==> config.mk <==
export PLATFORM = sky130hd
export DESIGN_NAME = rx_deframer
export DESIGN_NICKNAME = d
export VERILOG_FILES = /design/src/rtl/rx_deframer.sv
export SDC_FILE = /design/constraint.sdc
export NUM_CORES = 1
export LEC_CHECK = 0
export ABC_CLOCK_PERIOD_IN_PS = 5700
export CORE_ASPECT_RATIO = 0.9
export CORE_UTILIZATION = 30
export CTS_BUF_LIST = sky130_fd_sc_hd__clkbuf_16
export DETAILED_ROUTE_END_ITERATION = 8
export GPL_ROUTABILITY_DRIVEN = 0
export PLACE_DENSITY = 0.47
export SETUP_SLACK_MARGIN = 0.4
export SLEW_MARGIN = 20
export SYNTH_ARGS = -nofsm -noshare
export SYNTH_HDL_FRONTEND = slang
export SYNTH_SLANG_ARGS = --single-unit
==> constraint.sdc <==
create_clock -name netclk -period 5.7 [get_ports netclk]
set_input_delay 1.14 -clock netclk [delete_from_list [all_inputs] [get_ports netclk]]
set_output_delay 1.14 -clock netclk [all_outputs]
set_load 0.02 [all_outputs]
==> src/rtl/rx_deframer.sv <==
// HDLC receive deframer: flag hunt, zero destuffing, LSB-first byte assembly, FCS strip.
// Define RX_DEFRAMER_CRC_CHECK_EN to compile the CRC-16/CCITT FCS check.
module rx_deframer #(
  parameter int MIN_BYTES = 3
) (
  input  logic       netclk,
  input  logic       reset,
  input  logic       rxdata,
  output logic [7:0] data_out,
  output logic       data_valid,
  output logic       frame_end,
  output logic       frame_good,
  output logic       frame_error,
  output logic       abort
);
  typedef enum logic [1:0] {HUNT, SYNC, FRAME} state_t;

  state_t          state, state_b;
  logic [7:0]      w, nw, sh, sh_b;
  logic [3:0]      fill, nfill;
  logic [2:0]      ones, dcnt, bitcnt, bitcnt_b;
  logic [15:0]     bytecnt, bytecnt_b;
  logic [1:0][7:0] hb;
  logic [1:0]      hcnt;
  logic            flag, abort_hit, b, bit_v, take, byte_done;
  logic            aligned, long_enough, crc_ok;
`ifdef RX_DEFRAMER_CRC_CHECK_EN
  logic [15:0]     crc, crc_b;
  logic            fb;
`endif

  // *_b values are the state after this edge's destuffed bit, so a flag that
  // completes on the same edge as the last FCS bit sees the whole frame.
  always_comb begin
    nw          = {rxdata, w[7:1]};
    nfill       = (fill == 4'd8) ? 4'd8 : fill + 4'd1;
    flag        = (nfill == 4'd8) && (nw == 8'h7E);
    abort_hit   = rxdata && (ones == 3'd6);
    b           = w[0];
    bit_v       = (fill == 4'd8) && (state != HUNT) && !abort_hit;
    take        = bit_v && !(!b && (dcnt == 3'd5));
    sh_b        = take ? {b, sh[7:1]} : sh;
    bitcnt_b    = take ? bitcnt + 3'd1 : bitcnt;
    byte_done   = take && (bitcnt == 3'd7);
    bytecnt_b   = (byte_done && (bytecnt != 16'hFFFF)) ? bytecnt + 16'd1 : bytecnt;
    state_b     = (state == SYNC && take) ? FRAME : state;
    aligned     = (bitcnt_b == 3'd0);
    long_enough = (bytecnt_b >= 16'(MIN_BYTES));
`ifdef RX_DEFRAMER_CRC_CHECK_EN
    fb          = b ^ crc[15];
    crc_b       = take ? ({crc[14:0], 1'b0} ^ ({16{fb}} & 16'h1021)) : crc;
    crc_ok      = (crc_b == 16'h1D0F);
`else
    crc_ok      = 1'b1;
`endif
  end

  always_ff @(posedge netclk) begin
    if (reset) begin
      state       <= HUNT;
      w           <= '0;
      fill        <= '0;
      ones        <= '0;
      dcnt        <= '0;
      sh          <= '0;
      bitcnt      <= '0;
      bytecnt     <= '0;
      hb          <= '0;
      hcnt        <= '0;
      data_out    <= '0;
      data_valid  <= 1'b0;
      frame_end   <= 1'b0;
      frame_good  <= 1'b0;
      frame_error <= 1'b0;
      abort       <= 1'b0;
`ifdef RX_DEFRAMER_CRC_CHECK_EN
      crc         <= 16'hFFFF;
`endif
    end else begin
      data_valid  <= 1'b0;
      frame_end   <= 1'b0;
      frame_good  <= 1'b0;
      frame_error <= 1'b0;
      abort       <= 1'b0;
      w           <= nw;
      fill        <= nfill;
      ones        <= rxdata ? ((ones == 3'd7) ? 3'd7 : ones + 3'd1) : 3'd0;
      if (bit_v) dcnt <= b ? ((dcnt == 3'd7) ? 3'd7 : dcnt + 3'd1) : 3'd0;
      if (take) begin
        sh      <= sh_b;
        bitcnt  <= bitcnt_b;
        bytecnt <= bytecnt_b;
        state   <= state_b;
`ifdef RX_DEFRAMER_CRC_CHECK_EN
        crc     <= crc_b;
`endif
      end
      // two-byte holdback keeps the FCS from ever reaching data_out
      if (byte_done) begin
        if (hcnt == 2'd2) begin
          data_out   <= hb[0];
          data_valid <= 1'b1;
          hb[0]      <= hb[1];
          hb[1]      <= sh_b;
        end else begin
          hb[hcnt[0]] <= sh_b;
          hcnt        <= hcnt + 2'd1;
        end
      end
      if (abort_hit) begin
        fill  <= '0;
        hcnt  <= '0;
        dcnt  <= '0;
        state <= HUNT;
        abort <= (state == FRAME);
      end else if (flag) begin
        fill    <= '0;
        hcnt    <= '0;
        dcnt    <= '0;
        bitcnt  <= '0;
        bytecnt <= '0;
        state   <= SYNC;
`ifdef RX_DEFRAMER_CRC_CHECK_EN
        crc     <= 16'hFFFF;
`endif
        if (state_b == FRAME) begin
          frame_end   <= 1'b1;
          frame_good  <= aligned && long_enough && crc_ok;
          frame_error <= !(aligned && long_enough && crc_ok);
        end
      end
    end
  end
endmodule

**After elaboration in Yosys (flattened, before gate mapping)**

Cells that the tools add are included.

- Equality and inequality tests: 13
- Reductions and logical operators: 27
- Muxes and demuxes: 22
- Bitwise gates (word level): 6
- Add/subtract/negate cells: 6
- $lt $le $gt $ge: 3

Operators with widths:

| cell | number |
|---|---|
| 2-to-1 mux 16 bit | 5 |
| 2-to-1 mux 3 bit | 7 |
| adder 16 x 1 -> 16 bit, second input constant | 1 |
| bitwise mux 16 bit | 1 |
| >= comparator 16 x 2 -> 1 bit, second input constant | 1 |
| 2-to-1 mux 8 bit | 2 |
| != test 16 bit, second input constant | 1 |
| equality test 3 bit, second input constant | 5 |
| logical AND 1 bit | 11 |
| adder 3 x 1 -> 3 bit, second input constant | 3 |
| demux 8 bit (select 1 bit) | 1 |
| equality test 4 bit, second input constant | 2 |
| equality test 8 x 7 -> 1 bit, second input constant | 1 |
| OR reduction 2 bit | 4 |
| equality test 2 bit, second input constant | 3 |
| inverter 1 bit | 6 |
| OR reduction 3 bit | 2 |
| adder 4 x 1 -> 4 bit, second input constant | 1 |
| zero test 1 bit | 4 |
| 2-to-1 mux 1 bit | 4 |
| 2-to-1 mux 4 bit | 1 |
| AND reduction 2 bit | 2 |
| nonzero test 2 bit | 2 |
| OR reduction 4 bit | 1 |
| other kinds (6) | 6 |

- Bits of input ports: 3
- Register bits after elaboration: 78
- Output and inout bits: 13
- Word-level logic and storage cells: 95

**Longest topological paths before layout**

Gate-level depths: netlist of run 1.

- Word-level depth: 11
- Gate-level depth with buffers: 11
- Depth with buffers taken out: 9

**Least setup slack after synthesis of run 1**

OpenSTA, ideal clock, no wires.

- Path kind: input -> register
- Start point: input port rxdata
- End point: register frame_good
- Library setup time: 0.059 ns
- Data arrival time: 2.536 ns
- Setup slack: 3.105 ns
- Path buffers: 1
- Stages on the path: 8
- Data required time: 5.641 ns
- Cells stage by stage: nand3_1 > nand4_1 > clkbuf_1 > a21oi_1 > a311oi_1 > o2111a_1 > a41oi_1 > and2_1

- Cells in the longest elaborated chain, start to end: 9
- Elaborated cells on any way between the ends: 19
- Classes of those cells: order compare: 1; eq/ne: 2; mux: 3; bitwise: 2; reduce/logical: 11

RTL lines:

| item | RTL line | text |
|---|---|---|
| start, declared | 8 | `input logic rxdata,` |
| logical AND 1 bit | 38 | `abort_hit = rxdata && (ones == 3'd6);` |
| zero test 1 bit | 40 | `bit_v = (fill == 4'd8) && (state != HUNT) && !abort_hit;` |
| logical AND 1 bit | 40 |  |
| logical AND 1 bit | 41 | `take = bit_v && !(!b && (dcnt == 3'd5));` |
| logical AND 1 bit (on tied branches) | 44, 46 |  |
| logical AND 1 bit / 2-to-1 mux 2 bit (equally long branches) | 45, 46 |  |
| 2-to-1 mux 16 bit / equality test 2 bit (equally long branches) | 45, 126 |  |
| >= comparator 16 x 2 -> 1 bit / inverter 1 bit (equally long branches) | n/a |  |
| logical AND 1 bit / OR reduction 4 bit (equally long branches) | n/a |  |
| end signal, assigned | 128 | `frame_good <= aligned && long_enough && crc_ok;` |
| end, declared | 12 | `output logic frame_good,` |

Parallel ways exist; a longest one is shown, timed or not.
A chain may end at the register's enable or synchronous reset.

**Worst setup path after layout of run 1**

Ends and elaborated chain as after synthesis.

==> out/metrics.csv, run 1 <==
metric,value,unit
grt_use_total,13.8,%
rsz0062_at_grt,false,
internal-power,986,uW
wirelength,7.21,mm
ant_nets,0,
holdCritPathClass,reg -> reg,
htree_num_levels,3,
seq_area_frac_synth,45.8,%
syn_area,3410,um^2
synth_fp_nets,414,
initial_core_util,31.2,%
synth_compound_area_share,12.7,%
leakagePower,1.38,nW
overflow,0,
cts_buffers,9,
ios,16,
hold_depth,1,
synth.distinct_cells,47,
required,5930,ps
synth_top_family_by_area,simple AND/OR/NAND/NOR gates,
crit_type,in -> reg,
ctsHoldBuffers,0,
die_y,103,um
yosysMostFrequentCell,dfxtp_1,
setup_viol,0,
yosysTopAreaCell,dfxtp_1,
maxCapViolCount,0,
avgSynthCellArea,8.53,um^2
p_clk_share,53.6,%
r2r.worst_path.cells,8,
ir_drop,0.000151,V
worst_pin_slew,835,ps
core,10900,um^2
ys_async_sr_fraction,0,%
clkLatencyLatePin,340,ps
worst_setup_path_start_kind,input pin,
fin_crit_sh,59.0,%
rows,36,
hold_violations,0,
synth_enable_flop_cells,0,
status,"complete, no violations",
portBuffers,15,
hpwlAfterDp,4.90,mm
yosys_warnings,0,
max_freq,297,MHz
synthMuxAreaShare,4.11,%
swShare,20.3,%
power_density,306,nW/um^2
multi_input_area,1730,um^2
fill_cells,1121,
routedWlPerCell,12.7,um
total_power,1.24,mW
switchingPower,251,uW
cts.clk_slew.worst_paths,60,ps
synthSimpleGateAreaFrac,24.7,%
slew_headroom,44.2,%
finalCriticalPeriod,3370,ps
nets,424,
end_kind,flip-flop,
drive_gt1_share,5.54,%
yosys.area_share.xor_xnor,5.14,%
drc,0,
ys_top_cells_by_count,"dfxtp_1, nor2_1, nand2_1",
drt-vias-per-instance,4.77,
cts_setup_buffers,0,
p_seq_share,44.7,%
syn_inst,400,
pwr-share-comb,1.7,%
synth_adder_area_share,4.04,%
area_growth,18.5,%
synth.top_cell.area_share,45.8,%
fin_skew,7.97,ps
crit_arrival,3600,ps
clock_path_buffers,2,
path_max_fanout,11,
vias,2705,
slew_viol_final,0,
cts-root-buf,clkbuf_16,
drt-pass1-iter-count,4,
tns,0,ps
synth_area_leaders,"dfxtp_1, nor2_1, nand2_1, xnor2_1, mux2i_1",
clock_sinks,78,
ys.flop_type,dfxtp_1,
dieArea,11800,um^2
drtIter0Drc,77,
register_area,1560,um^2
cts_tree,built,
antenna_found_initial,0,
n_antenna_cell,0,
ys_ff_latch,78,
grt_pass1_vias,2558,
grt_max_degree,21,
die_width,114,um
grt_pass1_wl,12.5,mm
cts-resized-gates,0,
per-layer routing:
metal  global-route usage, %  up-vias  routed length [um]
met3                    4.76        8                 246
li1                        -     1395                   -
met4                    4.80        0                  97
met5                       0        -                   0
met2                    21.6       23                3050
met1                    17.7     1279                3810
worst max-delay path, stage by stage:
cell	delay, ps
clkdlybuf4s50_1	460
nand3_1	160
and4_1	520
o21ai_1	420
o21ai_0	320
o2111a_1	240
a41oi_1	150
and2_1	190
flip-flops by register name, indices dropped and copies added (netlist names), 2 cells and up:
signal    cells
bytecnt      16
hb           16
data_out      8
sh            8
w             8
fill          4
bitcnt        3
dcnt          3
ones          3
hcnt          2
state         2
per-stage QoR:
stage	instance area, um^2	hold WS (ps)	cells	worst slack (ps)	util [%]
after floorplan	3410	425	400	3110	-
after global placement	3690	438	551	2020	33.7
after detailed placement	3690	445	551	1950	33.7
after CTS	4040	459	567	2310	36.9
after global routing	4040	472	567	2110	36.9
final	4040	454	567	2330	36.9
final cells by class:
cell class | instances | share of cell area [%]
clock buffer | 9 | 5.57
timing repair buffer | 17 | 4.09
inverter | 13 | 1.21
sequential | 78 | 38.6
clock inverter | 7 | 2.97
multi-input combinational | 291 | 42.8
tap | 152 | 4.70
worst paths after layout:
check                                              to  slack [ps]                   from
worst max-delay path            frame_good$_SDFF_PP0_        2330                 rxdata
worst min-delay path                  w[2]$_SDFF_PP0_         450        w[3]$_SDFF_PP0_
worst max register to register  frame_good$_SDFF_PP0_        2720  bytecnt[0]$_SDFF_PP0_
worst min register to register        w[2]$_SDFF_PP0_         450        w[3]$_SDFF_PP0_
power by group through the flow:
stage	Clock [mW]	Combinational [mW]	Sequential [mW]
final	0.663	0.0215	0.552
after global routing	0.704	0.0251	0.552
after CTS	0.681	0.0221	0.552
after detailed placement	0	0.0220	0.564
after global placement	0	0.0217	0.564
after floorplan	0	0.0150	0.563
layout by cell type, fill, tap and decap left out, types with 5 or more instances in the layout:
| cell | n |
|---|---|
| clkbuf_16 | 9 |
| mux2i_1 | 14 |
| nand2_1 | 47 |
| o21ai_0 | 19 |
| inv_1 | 13 |
| xnor2_1 | 17 |
| nor3_1 | 8 |
| a21oi_1 | 20 |
| dfxtp_1 | 78 |
| nand3_1 | 16 |
| and2_1 | 5 |
| o211ai_1 | 10 |
| ha_1 | 11 |
| nor2_1 | 63 |
| clkdlybuf4s50_1 | 15 |
| nor2b_1 | 7 |
logic make-up (layout without fill, tap and decap cells):
| logic type | Yosys count | after routing |
|---|---|---|
| adders and majority gates | 11 | 11 |
| AOI/OAI and AO/OA | 69 | 69 |
| muxes | 14 | 14 |
| buffers and inverters | 31 | 46 |
| and+or+nand+nor | 177 | 177 |
| DFF | 78 | 78 |
| xor gates and xnor gates | 20 | 20 |
Note: power is estimated with default switching activity, not from simulation.
==> inputs of run 2 (changes only) <==
- ABC_CLOCK_PERIOD_IN_PS: 5700 -> 3350
- clock period: 5.7 -> 3.35 ns (I/O delays scaled with it)
==> out/metrics.csv, run 2 (synthesis results as in run 1) <==
metric,value,unit,change
final.setup.worst_slack,689,ps,-1650 ps
path_cells,"ha_1, nand3_1, or4_4, o2111a_1, or3_1, a21oi_1, a41oi_1, and2_1",,
grt_pass1_wl,12.3,mm,-1.1%
hold_ws,451,ps,-3.09 ps
overflow,0,,unchanged
finish.utilization,37.0,%,+0.068 points
swShare,19.5,%,-0.75 points
hpwlAfterDp,4.98,mm,+1.5%
path_max_fanout,7,,-4
end_kind,flip-flop,,
ctsHoldBuffers,0,,unchanged
holdCritPathClass,reg -> reg,,
cts_setup_buffers,0,,unchanged
setup_viol,0,,unchanged
ios,16,,unchanged
clock_sinks,78,,unchanged
r2r.worst_path.cells,8,,unchanged
worst_setup_path_start_kind,flip-flop,,
required,3580,ps,-2350 ps
cts.clk_slew.worst_paths,60,ps,about the same
clock_path_buffers,2,,unchanged
final_common_cell,dfxtp_1,,
pwr-share-comb,1.8,%,about the same
fill_cells,1141,,+1.8%
drt-pass1-iter-count,4,,unchanged
grt_pass1_vias,2590,,+1.3%
cpPeakStageDelay,540,ps,+20 ps
rr_startpoint,bytecnt[0]$_SDFF_PP0_,,
die_width,114,um,unchanged
drc,0,,unchanged
hold_depth,2,,+1
top_regs,"bytecnt x16, hb x16",,
drtIter0Drc,88,,+14%
drive_gt1_share,5.94,%,+0.40 points
die_y,103,um,unchanged
wirelength,6.98,mm,-3.1%
r2r_slack,690,ps,-2030 ps
n_antenna_cell,0,,unchanged
drt-vias-per-instance,4.65,,-2.5%
slew_headroom,59.6,%,+15 points
holdPathEnd,data_out[7]$_SDFFE_PP0P_,,
max_freq,376,MHz,
grt_use_total,13.6,%,-0.20 points
fin_skew,6.17,ps,-1.80 ps
clkLatencyLatePin,330,ps,about the same
hold_violations,0,,unchanged
p_seq_share,47.6,%,+2.9 points
dp_slack,452,ps,-1500 ps
tns,0,ps,unchanged
cts-root-buf,clkbuf_16,,
dieArea,11800,um^2,unchanged
r2r-end,frame_good$_SDFF_PP0_,,
status,"complete, no violations",,
maxCapViolCount,0,,unchanged
ant_nets,0,,unchanged
multi_input_area,1730,um^2,unchanged
cts-resized-gates,0,,unchanged
slowest_stage,or4_4,,
switchingPower,385,uW,+54%
vias,2666,,-1.4%
htree_num_levels,3,,unchanged
cts_tree,built,,
crit_type,reg -> reg,,
worstHoldStart,data_out[7]$_SDFFE_PP0P_,,
antenna_found_initial,0,,unchanged
worst_pin_slew,604,ps,-231 ps
cts_buffers,9,,unchanged
rsz0062_at_grt,false,,
finalCriticalPeriod,2660,ps,
register_area,1560,um^2,unchanged
rows,36,,unchanged
grt_max_degree,25,,+19%
p_clk_share,50.5,%,-3.1 points
leakagePower,1.40,nW,+1.5%
slew_viol_final,0,,unchanged
mostFrequentLayoutCells,"dfxtp_1, nor2_1, nand2_1",,
internal-power,1.59,mW,+61%
nets,430,,+1.4%
routedWlPerCell,12.2,um,-4.1%
ir_drop,0.000301,V,+99%
crit_arrival,2890,ps,-710 ps
core,10900,um^2,unchanged
power_density,487,nW/um^2,+59%
area_growth,18.7,%,
portBuffers,15,,unchanged
fin_crit_sh,79.4,%,
initial_core_util,31.2,%,unchanged
run 2: changes by cell type in the layout (fill, tap and decap cells not counted):
cell	change
a21oi_1	+1
a21oi_2	-1
buf_4	+6
bufinv_16	-1
clkinv_1	+1
clkinv_2	-1
inv_1	+3
inv_6	-2
o21ai_1	-1
o21ai_2	+1
run 2: layer usage:
| layer | track usage (%) | vias up | part of all wire, % |
|---|---|---|---|
| met3 | 4.59 | 9 | 2.9 |
| met1 | 17.6 | 1228 | 53 |
| met4 | 5.09 | 0 | 1.6 |
| met5 | 0 | - | 0 |
| li1 | - | 1401 | - |
| met2 | 21.0 | 28 | 43 |
run 2: through the flow:
step                      cells  total power [mW]  instance area, um^2
after floorplan             400             0.984                 3410
after global placement      557             0.996                 3740
after detailed placement    557             0.997                 3740
after CTS                   573              2.01                 4050
after global routing        573              2.05                 4050
final                       573              1.97                 4050
run 2: power groups by stage:
stage	Combinational, mW	Sequential, mW	Clock, mW
finish	0.0363	0.940	0.997
global route	0.0428	0.940	1.07
CTS	0.0370	0.939	1.03
detailed placement	0.0369	0.960	0
global placement	0.0366	0.960	0
floorplan	0.0256	0.959	0
run 2: cell type report:
type                    instances  area share, %
multi-input cells             291           42.8
flip-flops and latches         78           38.6
clock buffers                   9           5.56
repair buffers                 23           5.19
well taps                     152           4.70
clock inverters                 7           2.04
inverters                      13           1.20
run 2: worst max-delay path, delay by kind of cell, from the launching register on:
kind,cells,cell delay [ps]
AND/OR/NAND/NOR,4,1290
AO/OA/AOI/OAI,3,660
flip-flops,1,390
adder cells (fa/ha/maj),1,210
run 2: worst max path at each step:
| stage | from | cells after the start | end | slack [ps] |
|---|---|---|---|---|
| final | bytecnt[0]$_SDFF_PP0_ | 8 | frame_good$_SDFF_PP0_ | 690 |
| after global routing | bytecnt[0]$_SDFF_PP0_ | 8 | frame_good$_SDFF_PP0_ | 500 |
| after CTS | bytecnt[0]$_SDFF_PP0_ | 8 | frame_good$_SDFF_PP0_ | 640 |
| after detailed placement | rxdata | 8 | frame_good$_SDFF_PP0_ | 450 |
| after global placement | rxdata | 8 | frame_good$_SDFF_PP0_ | 540 |
| after floorplan | bytecnt[0]$_SDFF_PP0_ | 8 | frame_good$_SDFF_PP0_ | 1030 |
==> edit 1, RTL diff (settings of run 1) <==
Add a define of `RX_DEFRAMER_CRC_CHECK_EN`.
--- a/src/rtl/rx_deframer.sv
+++ b/src/rtl/rx_deframer.sv
@@ -1,5 +1,7 @@
 // HDLC receive deframer: flag hunt, zero destuffing, LSB-first byte assembly, FCS strip.
 // Define RX_DEFRAMER_CRC_CHECK_EN to compile the CRC-16/CCITT FCS check.
+`define RX_DEFRAMER_CRC_CHECK_EN
+
 module rx_deframer #(
   parameter int MIN_BYTES = 3
 ) (
Function: no difference found for any inputs over 10 cycles, from zero or initial values and one cycle with reset high; that may be too few to reach the edited logic, so the function may still have changed.
==> edit 1 against run 1 <==
Synthesized cell count rose by 22%; cell area is 15% higher; first-iteration DRC count up 94%; cell count grew 17%; critical path type unchanged; clock power shrank 6.0%; area after synthesis rose by 20%; routed wire length increased by 17%; power up 5.9%; via count increased by 22%; sequential cell count grew 16; sequential power grew 20%; setup slack better by 0.0057 ns; clock skew down 0.0019 ns; global-route usage decreased by 1.0 points.
==> edit 1: results (changes against run 1) <==
Result of the run: finished, final reports clean (unchanged). The non-filler instance count after layout came out at 661 (was 567). The leakage power total is 1.70 nW (was 1.38 nW). The total met3 wirelength after detailed routing was 252 µm (was 246 µm). The met1 routed wirelength after detailed routing is 4420 µm (was 3810 µm). The global routing usage summed across all routing layers is 0.127 (was 0.138). The number of library cell types mapped by synthesis came out at 46 (was 47). Leading cell types by total area after synthesis: sky130_fd_sc_hd__dfxtp_1 (46%), sky130_fd_sc_hd__nor2_1 (5.9%), sky130_fd_sc_hd__nand2_1 (5.8%) (was sky130_fd_sc_hd__dfxtp_1 (46%), sky130_fd_sc_hd__nor2_1 (6.9%), sky130_fd_sc_hd__nand2_1 (5.2%)). The slew of the pin with the lowest slew margin is 1.05 ns (was 0.835 ns). The number of nets produced by synthesis is 503 (was 414). The clock skew after layout came out at 0.00606 ns (was 0.00797 ns). The setup slack of the most critical reg-to-reg path came out at 2.76 ns (was 2.72 ns).

The overall via count from detail_route is 3290 (was 2705). The count of mapped cells out of synthesis is 489 (was 400). The number of search-and-repair iterations in the first detailed-routing pass came to 7 (was 4). The fraction of layout cells with a size suffix above 1 is 0.0467 (was 0.0554). Most numerous cell types in the synthesized netlist: sky130_fd_sc_hd__dfxtp_1 (94), sky130_fd_sc_hd__nor2_1 (64), sky130_fd_sc_hd__nand2_1 (63) (was sky130_fd_sc_hd__dfxtp_1 (78), sky130_fd_sc_hd__nor2_1 (63), sky130_fd_sc_hd__nand2_1 (47)). The cell count after placement came out at 647 (was 551). The detail-routed net length per standard cell is 12.7 µm (about the same).

The via count of the first global-routing pass came out at 3102 (was 2558). The largest fanout on the critical path came to 13 (was 11). The routed length on met2 is 3650 µm (was 3050 µm). The number of filler cells placed in the layout came out at 1381 (was 1121). The worst endpoint data arrival time is 3.59 ns (was 3.60 ns). The first-pass GRT wire length was 14600 µm (was 12500 µm).
## edit 1: final cells by class
| type | instances | area share |
|---|---|---|
| inverter | 10 | 0.00807 |
| tap | 168 | 0.0452 |
| clock buffer | 9 | 0.0484 |
| clock inverter | 5 | 0.0167 |
| multi-input combinational | 357 | 0.440 |
| sequential | 94 | 0.405 |
| timing repair buffer | 18 | 0.0371 |
## edit 1: how the worst min path moves through the flow
| stage | start | end | slack (ns) | cells past startpoint |
|---|---|---|---|---|
| 4_1_cts | data_out[7]$_SDFFE_PP0P_ | data_out[7]$_SDFFE_PP0P_ | 0.46 | 2 |
| 3_3_place_gp | w[2]$_SDFF_PP0_ | w[1]$_SDFF_PP0_ | 0.44 | 1 |
| 3_5_place_dp | data_out[6]$_SDFFE_PP0P_ | data_out[6]$_SDFFE_PP0P_ | 0.45 | 2 |
| 5_1_grt | data_out[3]$_SDFFE_PP0P_ | data_out[3]$_SDFFE_PP0P_ | 0.47 | 2 |
| 2_1_floorplan | ones[0]$_SDFF_PP0_ | ones[0]$_SDFF_PP0_ | 0.44 | 1 |
| 6_report | data_out[4]$_SDFFE_PP0P_ | data_out[4]$_SDFFE_PP0P_ | 0.45 | 2 |
## edit 1: logic make-up after synthesis
group	share of synthesized area
xor+xnor	0.0536
fa+ha+maj	0.0337
compound gates	0.0999
mux	0.0294
flops	0.461
buf+inv	0.0383
simple gates	0.284
## edit 1: worst max-delay path, cell delays in order
cell and delay (ns):
sky130_fd_sc_hd__clkdlybuf4s50_1 0.47, sky130_fd_sc_hd__nand3_1 0.17, sky130_fd_sc_hd__and3_1 0.49, sky130_fd_sc_hd__and2_1 0.53
sky130_fd_sc_hd__o2111ai_1 0.20, sky130_fd_sc_hd__a211oi_1 0.22, sky130_fd_sc_hd__a41oi_1 0.18, sky130_fd_sc_hd__and2_1 0.19
## edit 1: metal layers
metal	GRT usage	vias up
met5	0	-
met4	0.0439	0
met3	0.0353	10
met2	0.198	28
met1	0.170	1567
li1	-	1685
## edit 1: report_power, final
| group | switching, mW | leakage [nW] | internal [mW] |
|---|---|---|---|
| logic | 0.0153 | 0.787 | 0.00720 |
| clock network | 0.245 | 0.153 | 0.378 |
| registers | 0.00310 | 0.759 | 0.660 |
## edit 1: stage by stage
step,utilization,setup WS (ns),cell area [µm²],total power [mW]
2_1_floorplan,-,2.94,4080,0.694
6_report,0.349,2.34,4650,1.31
3_3_place_gp,0.327,2.06,4350,0.701
5_1_grt,0.349,2.10,4650,1.36
3_5_place_dp,0.327,2.03,4350,0.701
4_1_cts,0.349,2.39,4650,1.33
==> edit 2, RTL diff (flow settings as in run 1) <==
Without the edit above. Put one more register stage on the output `data_out`, without a reset. The value now appears one clock later. The other outputs are not delayed to match.
--- a/src/rtl/rx_deframer.sv
+++ b/src/rtl/rx_deframer.sv
@@ -14,6 +14,8 @@
   output logic       abort
 );
   typedef enum logic [1:0] {HUNT, SYNC, FRAME} state_t;
+
+  logic [7:0] data_s0;
 
   state_t          state, state_b;
   logic [7:0]      w, nw, sh, sh_b;
@@ -67,7 +69,7 @@
       bytecnt     <= '0;
       hb          <= '0;
       hcnt        <= '0;
-      data_out    <= '0;
+      data_s0     <= '0;
       data_valid  <= 1'b0;
       frame_end   <= 1'b0;
       frame_good  <= 1'b0;
@@ -98,7 +100,7 @@
       // two-byte holdback keeps the FCS from ever reaching data_out
       if (byte_done) begin
         if (hcnt == 2'd2) begin
-          data_out   <= hb[0];
+          data_s0    <= hb[0];
           data_valid <= 1'b1;
           hb[0]      <= hb[1];
           hb[1]      <= sh_b;
@@ -131,5 +133,9 @@
       end
     end
   end
+  always_ff @(posedge netclk) begin
+    data_out <= data_s0;
+  end
+
 endmodule
 
Check against the original RTL: same outputs for any inputs over 10 cycles, from zero or initial values and one cycle with reset high; that may be too few to reach the edited logic, so the function may still have changed.
==> edit 2 against run 1 <==
Power grew 0.72%; worst hold slack lost 0.10 ns; area after synthesis grew 6.2%; cell area grew 4.3%; clock skew is essentially flat; setup slack lost 0.063 ns; non-clock buffer count shrank 1; sequential cell count grew 8; routed wire length shrank 0.46%; critical path type unchanged; largest power group unchanged.
==> edit 2: results (changes against run 1) <==
The share of synthesized area occupied by flip-flops and latches came to 0.475 (was 0.458). The post-placement cell area came out at 3900 µm² (was 3690 µm²). The half-perimeter wire length after detailed placement is 4890 µm (was 4900 µm). The fraction of layout cells with a size suffix above 1 came out at 0.0591 (was 0.0554). The global routing usage summed across all routing layers came out at 0.130 (was 0.138). The first-pass GRT wire length is 13000 µm (was 12500 µm). Most numerous cell types in the synthesized netlist: sky130_fd_sc_hd__dfxtp_1 (86), sky130_fd_sc_hd__nor2_1 (60), sky130_fd_sc_hd__nand2_1 (46) (was sky130_fd_sc_hd__dfxtp_1 (78), sky130_fd_sc_hd__nor2_1 (63), sky130_fd_sc_hd__nand2_1 (47)). The number of library cell types mapped by synthesis is 44 (was 47). Result of the run: finished, final reports clean (unchanged).

The routed length on met2 is 3230 µm (was 3050 µm). The share of synthesized area spent on multiplexers is 0.0332 (was 0.0411). The share of the synthesized netlist area taken by xor and xnor gates came out at 0.0532 (was 0.0514).

The number of cells on the worst reg-to-reg path came out at 9 (was 8). The worst hold path startpoint is data_s0[4]$_SDFFE_PP0P_ (was w[3]$_SDFF_PP0_). The via count of the first global-routing pass is 2737 (was 2558). The worst-case headroom to the max-slew limit is 0.507 (was 0.442).

The worst hold path depth came out at 0 (was 1). The detailed-route vias per instance is 4.77 (about the same). The cell count after placement came out at 563 (was 551). The adder and majority cell fraction of the synthesized area came out at 0.0380 (was 0.0404). The launch point of the worst reg-to-reg path was fill[0]$_SDFF_PP0_ (was bytecnt[0]$_SDFF_PP0_).

The global routing met2 resource utilization came out at 0.209 (was 0.216). The leakage power total came out at 1.52 nW (was 1.38 nW). The fraction of met3 tracks used by global routing is 0.0435 (was 0.0476). The stage delay of the slowest cell on the critical path came out at 0.58 ns (was 0.52 ns). The met1 routing resource usage after global routing is 0.165 (was 0.177). The clock skew after layout is 0.00768 ns (was 0.00797 ns). The count of mapped cells out of synthesis is 409 (was 400). The complex-gate fraction of the synthesized area is 0.107 (was 0.127). Registers with the highest flip-flop counts: bytecnt: 16 flops, hb: 16 flops (unchanged).

The post-placement setup slack is 1.89 ns (was 1.95 ns). The total met3 wirelength after detailed routing came to 240 µm (was 246 µm). The total detailed-routing wirelength is 7170 µm (was 7210 µm). The largest net degree at the start of global routing is 30 (was 21).

The largest fanout on the critical path came out at 14 (was 11). The setup slack of the most critical reg-to-reg path is 2.85 ns (was 2.72 ns). The worst hold slack across all endpoints is 0.352 ns (was 0.454 ns).
==> edit 2: cell count changes after synthesis, moves of 4 or more <==
cell	change
sky130_fd_sc_hd__dfxtp_1	+8
sky130_fd_sc_hd__inv_1	-4
sky130_fd_sc_hd__nor2b_1	+7
sky130_fd_sc_hd__nor4_1	+5
sky130_fd_sc_hd__o21ai_0	-6
sky130_fd_sc_hd__xor2_1	+4
==> edit 2: final cells by class <==
class                      count  area [µm²]
clock buffer                   9         225
clock inverter                 7        90.1
fill                        1187        7360
inverter                       9        33.8
multi-input combinational    296        1790
sequential                    86        1720
tap                          156         195
timing repair buffer          16         158
==> edit 2: where the power goes <==
part           switching [mW]  internal [mW]  leakage (nW)
clock network           0.234          0.382         0.162
logic                  0.0140        0.00723         0.662
registers             0.00334          0.605         0.694
total                   0.251          0.994          1.52
